File: src/rtl/ex_mem_reg.sv
// Y86-64 execute/memory boundary: condition codes, jXX/cmovXX evaluation, cmov dest gating, M pipeline register.
// Latency: e_cnd/e_dstE_eff combinational; M_* and cc_* one cycle after the E inputs.
// Backpressure: M_stall holds M (and blocks CC writes); M_bubble loads a NOP; stall wins over bubble.
module ex_mem_reg #(
    parameter int W      = 64,
    parameter int STAT_W = 3
) (
    input  logic              clk,
    input  logic              rst_n,
    input  logic [STAT_W-1:0] e_stat,
    input  logic [3:0]        e_icode,
    input  logic [3:0]        e_ifun,
    input  logic [W-1:0]      e_valE,
    input  logic [W-1:0]      e_valA,
    input  logic [3:0]        e_dstE,
    input  logic [3:0]        e_dstM,
    input  logic              alu_zf,
    input  logic              alu_sf,
    input  logic              alu_of,
    input  logic              m_exc,
    input  logic              w_exc,
    input  logic              M_stall,
    input  logic              M_bubble,
    output logic              cc_zf,
    output logic              cc_sf,
    output logic              cc_of,
    output logic              e_cnd,
    output logic [3:0]        e_dstE_eff,
    output logic [STAT_W-1:0] M_stat,
    output logic [3:0]        M_icode,
    output logic              M_cnd,
    output logic [W-1:0]      M_valE,
    output logic [W-1:0]      M_valA,
    output logic [3:0]        M_dstE,
    output logic [3:0]        M_dstM
);

    localparam logic [STAT_W-1:0] STAT_AOK   = STAT_W'(1);
    localparam logic [3:0]        ICODE_NOP  = 4'h1;
    localparam logic [3:0]        ICODE_CMOV = 4'h2;
    localparam logic [3:0]        ICODE_OPQ  = 4'h6;
    localparam logic [3:0]        ICODE_JXX  = 4'h7;
    localparam logic [3:0]        REG_NONE   = 4'hF;

    logic              r_cc_zf;
    logic              r_cc_sf;
    logic              r_cc_of;
    logic [STAT_W-1:0] r_m_stat;
    logic [3:0]        r_m_icode;
    logic              r_m_cnd;
    logic [W-1:0]      r_m_valE;
    logic [W-1:0]      r_m_valA;
    logic [3:0]        r_m_dstE;
    logic [3:0]        r_m_dstM;

    logic              w_cond;
    logic              w_uses_cond;
    logic              w_e_cnd;
    logic [3:0]        w_dstE_eff;
    logic              w_set_cc;

    // Condition table evaluated from the architectural CC only (no bypass from the ALU flags).
    always_comb begin
        w_cond = 1'b0;
        case (e_ifun)
            4'h0:    w_cond = 1'b1;
            4'h1:    w_cond = (r_cc_sf ^ r_cc_of) | r_cc_zf;
            4'h2:    w_cond = r_cc_sf ^ r_cc_of;
            4'h3:    w_cond = r_cc_zf;
            4'h4:    w_cond = ~r_cc_zf;
            4'h5:    w_cond = ~(r_cc_sf ^ r_cc_of);
            4'h6:    w_cond = ~(r_cc_sf ^ r_cc_of) & ~r_cc_zf;
            default: w_cond = 1'b0;
        endcase
    end

    assign w_uses_cond = (e_icode == ICODE_CMOV) || (e_icode == ICODE_JXX);
    assign w_e_cnd     = w_uses_cond & w_cond;
    // A cmov whose condition fails must not appear to write anything, including to forwarding.
    assign w_dstE_eff  = ((e_icode == ICODE_CMOV) && !w_e_cnd) ? REG_NONE : e_dstE;

    // Flags only commit for a clean OPq that is actually advancing and with no older exception in flight.
    assign w_set_cc = (e_icode == ICODE_OPQ) && (e_stat == STAT_AOK)
                      && !m_exc && !w_exc && !M_stall;

    // Condition-code register; reset value ZF=1, SF=0, OF=0.
    always_ff @(posedge clk or negedge rst_n) begin
        if (!rst_n) begin
            r_cc_zf <= 1'b1;
            r_cc_sf <= 1'b0;
            r_cc_of <= 1'b0;
        end else if (w_set_cc) begin
            r_cc_zf <= alu_zf;
            r_cc_sf <= alu_sf;
            r_cc_of <= alu_of;
        end
    end

    // M pipeline register: stall holds, bubble inserts a NOP, otherwise capture execute results.
    always_ff @(posedge clk or negedge rst_n) begin
        if (!rst_n) begin
            r_m_stat  <= STAT_AOK;
            r_m_icode <= ICODE_NOP;
            r_m_cnd   <= 1'b0;
            r_m_valE  <= '0;
            r_m_valA  <= '0;
            r_m_dstE  <= REG_NONE;
            r_m_dstM  <= REG_NONE;
        end else if (M_stall) begin
            r_m_stat  <= r_m_stat;
            r_m_icode <= r_m_icode;
            r_m_cnd   <= r_m_cnd;
            r_m_valE  <= r_m_valE;
            r_m_valA  <= r_m_valA;
            r_m_dstE  <= r_m_dstE;
            r_m_dstM  <= r_m_dstM;
        end else if (M_bubble) begin
            r_m_stat  <= STAT_AOK;
            r_m_icode <= ICODE_NOP;
            r_m_cnd   <= 1'b0;
            r_m_valE  <= '0;
            r_m_valA  <= '0;
            r_m_dstE  <= REG_NONE;
            r_m_dstM  <= REG_NONE;
        end else begin
            r_m_stat  <= e_stat;
            r_m_icode <= e_icode;
            r_m_cnd   <= w_e_cnd;
            r_m_valE  <= e_valE;
            r_m_valA  <= e_valA;
            r_m_dstE  <= w_dstE_eff;
            r_m_dstM  <= e_dstM;
        end
    end

    assign cc_zf      = r_cc_zf;
    assign cc_sf      = r_cc_sf;
    assign cc_of      = r_cc_of;
    assign e_cnd      = w_e_cnd;
    assign e_dstE_eff = w_dstE_eff;
    assign M_stat     = r_m_stat;
    assign M_icode    = r_m_icode;
    assign M_cnd      = r_m_cnd;
    assign M_valE     = r_m_valE;
    assign M_valA     = r_m_valA;
    assign M_dstE     = r_m_dstE;
    assign M_dstM     = r_m_dstM;

endmodule

File: config.mk
export PLATFORM = sky130hd
export DESIGN_NAME = ex_mem_reg
export DESIGN_NICKNAME = d
export VERILOG_FILES = /design/src/rtl/ex_mem_reg.sv
export SDC_FILE = /design/constraint.sdc
export NUM_CORES = 1
export LEC_CHECK = 0
export BUFFER_PORTS_ARGS = -buffer_cell sky130_fd_sc_hd__buf_2
export CORE_MARGIN = 1.5
export CORE_UTILIZATION = 39
export DETAILED_ROUTE_END_ITERATION = 16
export GPL_TIMING_DRIVEN = 0
export PLACE_DENSITY = 0.69
export RECOVER_POWER = 50
export SETUP_SLACK_MARGIN = 0.3
export SYNTH_ARGS = -nofsm -noshare
export SYNTH_HDL_FRONTEND = slang
export SYNTH_SLANG_ARGS = --single-unit
File: constraint.sdc
create_clock -name clk -period 1.6 [get_ports clk]
set_input_delay 0.16 -clock clk [delete_from_list [all_inputs] [get_ports clk]]
set_output_delay 0.16 -clock clk [all_outputs]
set_load 0.01 [all_outputs]
Yosys cells after proc, flatten, opt, wreduce, memory -nomap -nowiden
Index checks and enable logic that the tools add are counted.

operators by class
  eq/ne operators = 10
  multiplexer cells = 9
  bitwise logic cells = 6
  reductions and logical operators = 11

operators by type and width
  cell                                                                   count
  64-bit 2-to-1 mux                                                      2
  4-bit by 3-bit equality test with 1-bit output, second input constant  5
  4-bit 2-to-1 mux                                                       4
  4-bit by 2-bit equality test with 1-bit output, second input constant  3
  1-bit one-hot mux with 7 select lines                                  1
  1-bit logical AND                                                      5
  4-bit by 1-bit equality test with 1-bit output, second input constant  1
  1-bit logical NOT                                                      4
  4-bit logical NOT                                                      1
  3-bit by 1-bit equality test with 1-bit output, second input constant  1
  3-bit 2-to-1 mux                                                       1
  1-bit bitwise AND                                                      2
  1-bit inverter                                                         2
  1-bit logical OR                                                       1
  1-bit 2-to-1 mux                                                       1
  1-bit OR                                                               1
  1-bit XOR                                                              1

storage, ports and cells
  register bits = 147
  bits of input ports = 156
  output and inout bits = 152
  word-level logic and storage cells = 46

Longest topological paths before layout
Gate-level depths: netlist of run 1.

  word-level depth = 9
  depth in mapped cells = 5
  gate-level depth less buffers = 5

Worst setup path before layout of run 1
OpenSTA, ideal clock, no wires.

  kind = register to output
  start point = reg r_cc_zf, in the netlist cc_zf
  end point = out e_dstE_eff[0]
  data arrival time = 1408 ps
  data required time = 1440 ps
  setup slack = 32 ps
  cell stages (with the launch flop) = 6
  path buffers = 0
  path through = dfstp_2 -> nor2b_2 -> a2111oi_4 -> o21ai_2 -> o21ai_4 -> nand2b_1

on the way
  word-level cells in the longest chain between the ends = 7
  elaborated cells between the ends (all ways) = 8
  classes of those cells = mux: 2; bitwise: 4; reduce/logical: 2

ends and longest elaborated chain
  item                                     line    text
  from (decl)                              45      logic r_cc_zf;
  from (signal assigned)                   93      r_cc_zf <= alu_zf;
  1-bit inverter                           70, 72
  1-bit bitwise AND                        72      4'h6: w_cond = ~(r_cc_sf ^ r_cc_of) & ~r_cc_zf;
  1-bit one-hot mux with 7 select lines *  65      case (e_ifun)
  1-bit bitwise AND *                      78      assign w_e_cnd = w_uses_cond & w_cond;
  1-bit logical NOT *                      80      assign w_dstE_eff = ((e_icode == ICODE_CMOV) && !w_e_cnd) ? REG_NONE : e_dstE;
  1-bit logical AND *                      80
  4-bit 2-to-1 mux *                       80
  to (decl)                                28      output logic [3:0] e_dstE_eff,

Mark *: on every way between the ends. The rest lies on a longest branch, timed or not.

Worst setup path in the final report of run 1
  start point = reg r_cc_zf, in the netlist cc_zf
  end point = reg r_m_cnd, in the netlist M_cnd

on the way
  word-level cells in the longest chain between the ends = 5
  elaborated cells between the ends (all ways) = 6
  classes of those cells = mux: 2; bitwise: 4

ends and longest elaborated chain
  item                                     line    text
  1-bit inverter                           70, 72
  1-bit bitwise AND                        72
  1-bit one-hot mux with 7 select lines *  65
  1-bit bitwise AND *                      78
  1-bit 2-to-1 mux *                       117     end else if (M_bubble) begin
  to (signal assigned)                     112     r_m_cnd <= r_m_cnd;
  to (signal assigned)                     128     r_m_cnd <= w_e_cnd;
  to (decl)                                50      logic r_m_cnd;

Marked as above.
A chain may end at the register's enable or synchronous reset.

==> reports/metrics.cfg, run 1 <==
[outcome]
status=complete, but fails checks
violations=setup timing

[critical_path]
cp_slowest_stage_delay_ns=0.56
crit_buf_inv=8
end_kind=register
cp_cell_sequence=buf_4 > buf_6 > a21oi_2 > o21ai_2 > buf_4 > nor2_4 > buf_6 > buf_6 > buf_6 > buf_6 > buf_6 > a22o_1
crit_type=register to register
worstSetupStartpointType=register
required_ns=1.91
critPathMaxFanout=4
timing.critical_path.max_delay_family=buffers and inverters
cp.arrival_ns=2.43
cp_slowest_cell=dfstp_2
crit_path_frequent_cell=buf_6

[layout]
final_area_um2=9910
diodes=0
drive_gt1_frac=0.315
final_util=0.631
final_cells=1324
layout.nets=1251
synthToLayoutAreaGrowth_pct=59.2

[routing]
antenna_left=0
vias_per_cell=4.67
wl_per_cell_um=15.9
routed_wl_um=21100
vias=6187
firstDrtPassIters=5
dr.first_iter.drc_count=339
drcViolationCount=0

[synth]
yosysTopAreaCell=dfrtp_1
syn-cell-area_um2=6230
synthTopCellsByArea=dfrtp_1 (55%), nand2b_1 (14%), o21ai_0 (10%)
ys_async_sr_fraction=1.00
ys.flop_type=dfrtp_1
netlist_instances=647
synth_edf_count=0
yosysTopAreaCellShare=0.547
ys_types=27
synth.avg_cell_area_um2=9.62
ys_seq_elements=147
yosysSeqAreaShare=0.593
syn_nets=803
yosys_warnings=0

[pwr]
power_density_nw_per_um2=991
peakVddDrop_v=0.000702
power_leakage_nw=4.82

[timing]
rsz0062_at_grt=true
setup_viol_count_final=10
report.final.slew_viol_count=0
final.setup.tns_ns=-3.34
final.setup.worst_slack_ns=-0.528
min_period_ns=2.13
timing.max_slew.rel_slack=0.307
max_freq_ghz=0.470
clock_skew_ns=0.00441
post-route-period-util=1.33
timing.final.hold_violations=0
worst_pin_slew_ns=1.04

[die]
die_area_um2=16700
die_h_um=129
core-area_um2=15700
io_pins=308
die_w_um=129
rows=46
initial_utilization=0.396

[min_path]
hp-class=input port to register

[global_routing]
first_global_vias=6210
gr-total-overflow=0
grt_pass1_wl_um=31900
track_usage=0.250
antenna_found_initial=1
grt_max_degree=76

[place]
post-place-ws_ns=-0.235
dp_hpwl_um=13900
portBuffers=305
gp_congestion=0.788
placed_cells=1169
dpl_cell_area_um2=8060

[cts]
cts_sinks=147
cts.path.max_buffers=2
clkLatencyLatePin_ns=0.42
h-tree-depth=4
clockRootBuffer=clkbuf_16
cts-buffers-inserted=17
clk_pin_slew_worst_paths_ns=0.06
cts_tree=done

[flow_run]
drv_cap=0

## cell usage after synthesis, types with 4 or more instances
cell,number
a21oi_1,6
buf_1,15
clkbuf_1,29
dfrtp_1,136
dfstp_2,11
nand2_1,137
nand2b_1,136
nor2_1,9
nor2b_1,4
nor3_1,5
o21ai_0,128
o21ai_1,9
## repair_timing
| item | 4_1_cts | 5_1_grt |
|---|---|---|
| resized for setup | 14 | 9 |
| hold endpoints to repair | 173 | 0 |
| pin swaps | 4 | 0 |
| hold buffers | 113 | 0 |
| endpoints found under the setup margin | 13 | 90 |
| setup buffers | 9 | 1 |
## kinds of logic after synthesis
| logic type | share of synthesized area |
|---|---|
| XOR/XNOR | 0.00281 |
| AO/OA/AOI/OAI | 0.129 |
| buffers and inverters | 0.0295 |
| AND/OR/NAND/NOR | 0.241 |
| flip-flops | 0.593 |
| multiplexers | 0.00542 |
## placed cells by master, fill, tap and decap left out, drive strengths merged, types with 5 or more instances in the layout
master | netlist | routed
buf | 18 | 299
o21ai | 139 | 139
nand2 | 137 | 137
dfrtp | 136 | 136
nand2b | 136 | 136
dlygate4sd3 | 0 | 113
clkbuf | 29 | 84
dfstp | 11 | 11
nor2 | 9 | 9
nor3 | 6 | 6
a21oi | 6 | 6
nor2b | 5 | 5
## power breakdown
group          switching, mW  internal, mW  leakage (nW)
sequential             0.156          4.02          1.89
clock                   1.59          2.50         0.283
combinational          0.824         0.738          2.64
total                   2.56          7.26          4.82
## worst paths after layout
| path | endpoint | slack (ns) | startpoint | cells after the start |
|---|---|---|---|---|
| worst max-delay path | M_cnd | -0.53 | cc_zf | 12 |
| worst min-delay path | M_valA[28] | 0.01 | e_valA[28] | 3 |
| worst max register to register | M_cnd | -0.53 | cc_zf | 12 |
| worst min register to register | M_valA[60] | 0.48 | M_valA[60] | 2 |
| max in group asynchronous | M_valE[2] | 0.22 | rst_n | 3 |
| min in group asynchronous | M_valE[58] | 0.48 | rst_n | 2 |
## through the flow
| stage | power, mW | hold WS, ns |
|---|---|---|
| floorplan | 4.80 | -0.136 |
| global placement | 5.53 | 0.400 |
| detailed placement | 5.56 | 0.231 |
| CTS | 9.91 | 0.000191 |
| global route | 10.3 | 0.0102 |
| finish | 9.82 | 0.0115 |
## layout make-up
| type | instances | area [µm²] |
|---|---|---|
| buffer | 47 | 179 |
| sequential | 147 | 3690 |
| clock inverter | 12 | 156 |
| timing repair buffer | 429 | 2770 |
| clock buffer | 20 | 447 |
| multi-input combinational | 452 | 2390 |
| inverter | 1 | 3.75 |
| tap | 216 | 270 |
| fill | 1305 | 5800 |
## worst register-to-register path, stage by stage (launching register included)
cell and delay, ns:
dfstp_2 0.56, buf_4 0.12, buf_6 0.12, a21oi_2 0.06, o21ai_2 0.23, buf_4 0.16
nor2_4 0.04, buf_6 0.13, buf_6 0.11, buf_6 0.11, buf_6 0.10, buf_6 0.10
a22o_1 0.18
## per-layer routing
| metal | routed length (µm) | GRT usage | part of all wire | vias up |
|---|---|---|---|---|
| li1 | - | - | - | 2997 |
| met2 | 10400 | 0.424 | 0.49 | 268 |
| met4 | 592 | 0.114 | 0.028 | 2 |
| met1 | 8420 | 0.291 | 0.40 | 2873 |
| met3 | 1660 | 0.0768 | 0.079 | 47 |
| met5 | 12 | 0 | 0.00057 | - |
## sequential cells by signal, indices dropped and copies added (netlist names)
register,cells
M_valA,64
M_stat,3
cc_zf,1
M_valE,64
cc_sf,1
cc_of,1
M_dstM,4
M_cnd,1
M_dstE,4
M_icode,4
No activity file was read; power rests on OpenSTA's default activity.
==> inputs of run 2 (changes only) <==
--- a/config.mk
+++ b/config.mk
@@ -5,12 +5,13 @@
 export SDC_FILE = /design/constraint.sdc
 export NUM_CORES = 1
 export LEC_CHECK = 0
+export ABC_AREA = 1
 export BUFFER_PORTS_ARGS = -buffer_cell sky130_fd_sc_hd__buf_2
 export CORE_MARGIN = 1.5
 export CORE_UTILIZATION = 39
 export DETAILED_ROUTE_END_ITERATION = 16
 export GPL_TIMING_DRIVEN = 0
-export PLACE_DENSITY = 0.69
+export PLACE_DENSITY = 0.71
 export RECOVER_POWER = 50
 export SETUP_SLACK_MARGIN = 0.3
 export SYNTH_ARGS = -nofsm -noshare
==> run 2 against run 1 <==
The run still ends with setup timing left; synthesized cell count is 39% lower; clock power hardly changed; non-clock buffer count is 5 higher; fmax is 12% higher; sequential share of layout area is 2.5 points higher; count of clock-buffer cells in the layout is 3 higher; power is 0.22% lower; flip-flop and latch count stayed put; core utilization is 4.4 points higher; via count is 15% lower; global-route usage is 0.49 points lower; die area is 12% lower; critical path type is now register to primary output; critical endpoint is now e_dstE_eff[0]; largest cell class unchanged.
==> reports/metrics.cfg, run 2 <==
[outcome]
status=complete, but fails checks
violations=setup timing

[layout]
nFillCells=997  ; -24%
drive_gt1_frac=0.444  ; +0.129
synthToLayoutAreaGrowth_pct=70.6
layout.nets=1024  ; -18%
final_util=0.675  ; +0.0443
diodes=0  ; unchanged
mostFrequentLayoutCells=buf_2 (310), dlygate4sd3_1 (137), dfrtp_1 (136)
final_common_cell=buf_2

[global_routing]
first_global_vias=5394  ; -13%
antenna_found_initial=0  ; -1
gr-total-overflow=0  ; unchanged
grt_pass1_wl_um=27400  ; -14%
track_usage=0.245  ; -0.00487
grt_max_degree=75  ; -1.3%

[cts]
h-tree-depth=4  ; unchanged
clk_pin_slew_worst_paths_ns=0.05  ; about the same
cts_sinks=147  ; unchanged
cts-buffers-inserted=17  ; unchanged
clkLatencyLatePin_ns=0.41  ; about the same
clockRootBuffer=clkbuf_16
cts.path.max_buffers=2  ; unchanged
cts_tree=done

[synth]
syn-cell-area_um2=5450  ; -12%
ys_seq_elements=147  ; unchanged
yosysSeqAreaShare=0.677  ; +0.0844
netlist_instances=397  ; -39%
yosysTopAreaCellShare=0.624  ; +0.0778
ys_async_sr_fraction=1.00  ; unchanged
yosys_warnings=0  ; unchanged
ys.flop_type=dfrtp_1
synthTopCellsByArea=dfrtp_1 (62%), a22o_1 (21%), dfstp_2 (5.3%)
ys_types=23  ; -15%
yosysTopAreaCell=dfrtp_1
synth_most_common_cell=dfrtp_1
synthTopCellsByCount=dfrtp_1 (136), a22o_1 (130), nand2_1 (27), inv_1 (24), buf_2 (19)
synth_edf_count=0  ; unchanged
synth.avg_cell_area_um2=13.7  ; +43%
syn_nets=553  ; -31%

[critical_path]
r2r_cells=14  ; +2
critPathMaxFanout=7  ; +3
end_kind=primary output
crit_path_frequent_cell=nand2_1
cp_slowest_cell=dfstp_2
r2r_start=cc_zf
required_ns=1.44  ; -0.47 ns
cp.arrival_ns=1.75  ; -0.68 ns
reg2reg_to=M_dstE[3]
cp_cell_sequence=inv_2 > nand3_2 > nand2_1 > inv_1 > nand2_1 > nor2_2 > nand2_2 > nand2_4 > nand2_1 > buf_2
crit_type=register to primary output
cp_slowest_stage_delay_ns=0.56  ; about the same
crit_buf_inv=3  ; -5
rrSetupSlack_ns=-0.02  ; +0.51 ns
worstSetupStartpointType=register
timing.critical_path.max_delay_family=flip-flops

[timing]
report.final.slew_viol_count=0  ; unchanged
timing.final.hold_violations=0  ; unchanged
min_period_ns=1.91  ; -0.222 ns
final.setup.worst_slack_ns=-0.306  ; +0.222 ns
worst_pin_slew_ns=1.02  ; -0.0245 ns
setup_viol_count_final=6  ; -4
timing.max_slew.rel_slack=0.323  ; +0.0163
rsz0062_at_grt=true
clock_skew_ns=0.00588  ; +0.00147 ns
post-route-period-util=1.19  ; -0.139
max_freq_ghz=0.525  ; +12%

[die]
rows=43  ; -6.5%
die_w_um=121  ; -6.3%
die_area_um2=14700  ; -12%
die_h_um=121  ; -6.3%
io_pins=308  ; unchanged
core-area_um2=13800  ; -12%
initial_utilization=0.396  ; -0.000518

[routing]
dr.first_iter.drc_count=202  ; -40%
wl_per_cell_um=17.2  ; +7.8%
drcViolationCount=0  ; unchanged
antenna_left=0  ; unchanged
vias=5241  ; -15%
firstDrtPassIters=4  ; -1
routed_wl_um=18200  ; -14%
vias_per_cell=4.94  ; +5.8%

[place]
gp_congestion=0.772  ; -2.1%
dp_hpwl_um=11400  ; -18%
post-place-ws_ns=0.0976  ; +0.332 ns
portBuffers=307  ; +0.66%

[min_path]
hp-class=input port to register
hold_end=M_icode[0]
holdPathStages=2  ; -1
hp-start=e_icode[0]

[pwr]
finalPower_mw=9.80  ; -0.22%
peakVddDrop_v=0.000763  ; +8.6%
power_leakage_nw=5.00  ; +3.8%
power_density_nw_per_um2=1050  ; +6.4%

[flow_run]
drv_cap=0  ; unchanged

## run 2: changes by cell type after synthesis, sizes merged, moves of 5 or more
cell / change
nand3: +5
a22o: +127
nor2b: -5
o22a: +5
o21ai: -132
clkbuf: -29
nand2b: -136
inv: +25
buf: +11
nand2: -108
nor3: -6
## run 2: stage by stage
stage	TNS, ns	hold WS (ns)	cells	cell area (µm²)
CTS	-1.61	0.0187	1055	9250
detailed placement	0	0.217	885	7250
global placement	-216.79	0.372	884	7210
finish	-1.48	0.0274	1060	9300
global route	-2.60	0.0240	1060	9300
floorplan	0	-0.136	397	5450
## run 2: repair_timing
item                                   in CTS  in global routing
hold buffers                              137                  0
endpoints found under the hold margin     200                  0
gates cloned                                0                  0
setup buffers                               2                  5
pin swaps                                   4                  4
gates resized for setup                     1                 13
setup endpoints to repair                   9                 13
## run 2: layer usage
metal / share of wire / global-route usage / routed length (µm) / up-vias
li1: - / - / - / 2392
met5: 0 / 0 / 0 / -
met2: 0.51 / 0.433 / 9280 / 239
met1: 0.39 / 0.272 / 7000 / 2555
met3: 0.072 / 0.0738 / 1320 / 55
met4: 0.032 / 0.111 / 589 / 0
## run 2: where the power goes
group / internal [mW] / switching, mW
Clock: 2.61 / 1.48
Combinational: 0.813 / 0.712
Sequential: 4.02 / 0.167
Total: 7.44 / 2.36
## run 2: cells by family (layout without fill, tap and decap cells)
kind of cell | count (synthesis) | after routing | share of synthesized area
and+or+nand+nor | 51 | 51 | 0.0471
buffers and inverters | 55 | 538 | 0.0505
DFF | 147 | 147 | 0.677
AOI/OAI and AO/OA | 144 | 144 | 0.225
## run 2: worst register-to-register path: stages (launching register included)
cell     delay [ns]
dfstp_2        0.56
inv_2          0.04
nand3_2        0.05
nand2_1        0.05
inv_1          0.05
nand2_1        0.06
nor2_2         0.11
nand2_2        0.08
nand2_4        0.13
buf_4          0.14
buf_6          0.08
buf_6          0.08
nand3_2        0.04
nand2_1        0.07
inv_1          0.04
## run 2: how the worst max path moves through the flow
stage	start	end	slack [ns]	depth (start not counted)
global route	cc_zf	e_dstE_eff[0]	-0.42	10
global placement	rst_n	M_valA[24]	-1.54	1
CTS	cc_zf	e_dstE_eff[1]	-0.34	10
detailed placement	cc_zf	e_dstE_eff[1]	0.1	10
floorplan	cc_zf	e_dstE_eff[0]	0.30	9
finish	cc_zf	e_dstE_eff[0]	-0.31	10
## run 2: layout make-up
type,count,area (µm²),share of cell area
clock buffer,23,488,0.0525
timing repair buffer,452,3010,0.324
buffer,29,165,0.0178
tap,180,225,0.0242
sequential,147,3690,0.397
clock inverter,8,125,0.0135
multi-input combinational,195,1490,0.161
inverter,26,97.6,0.0105
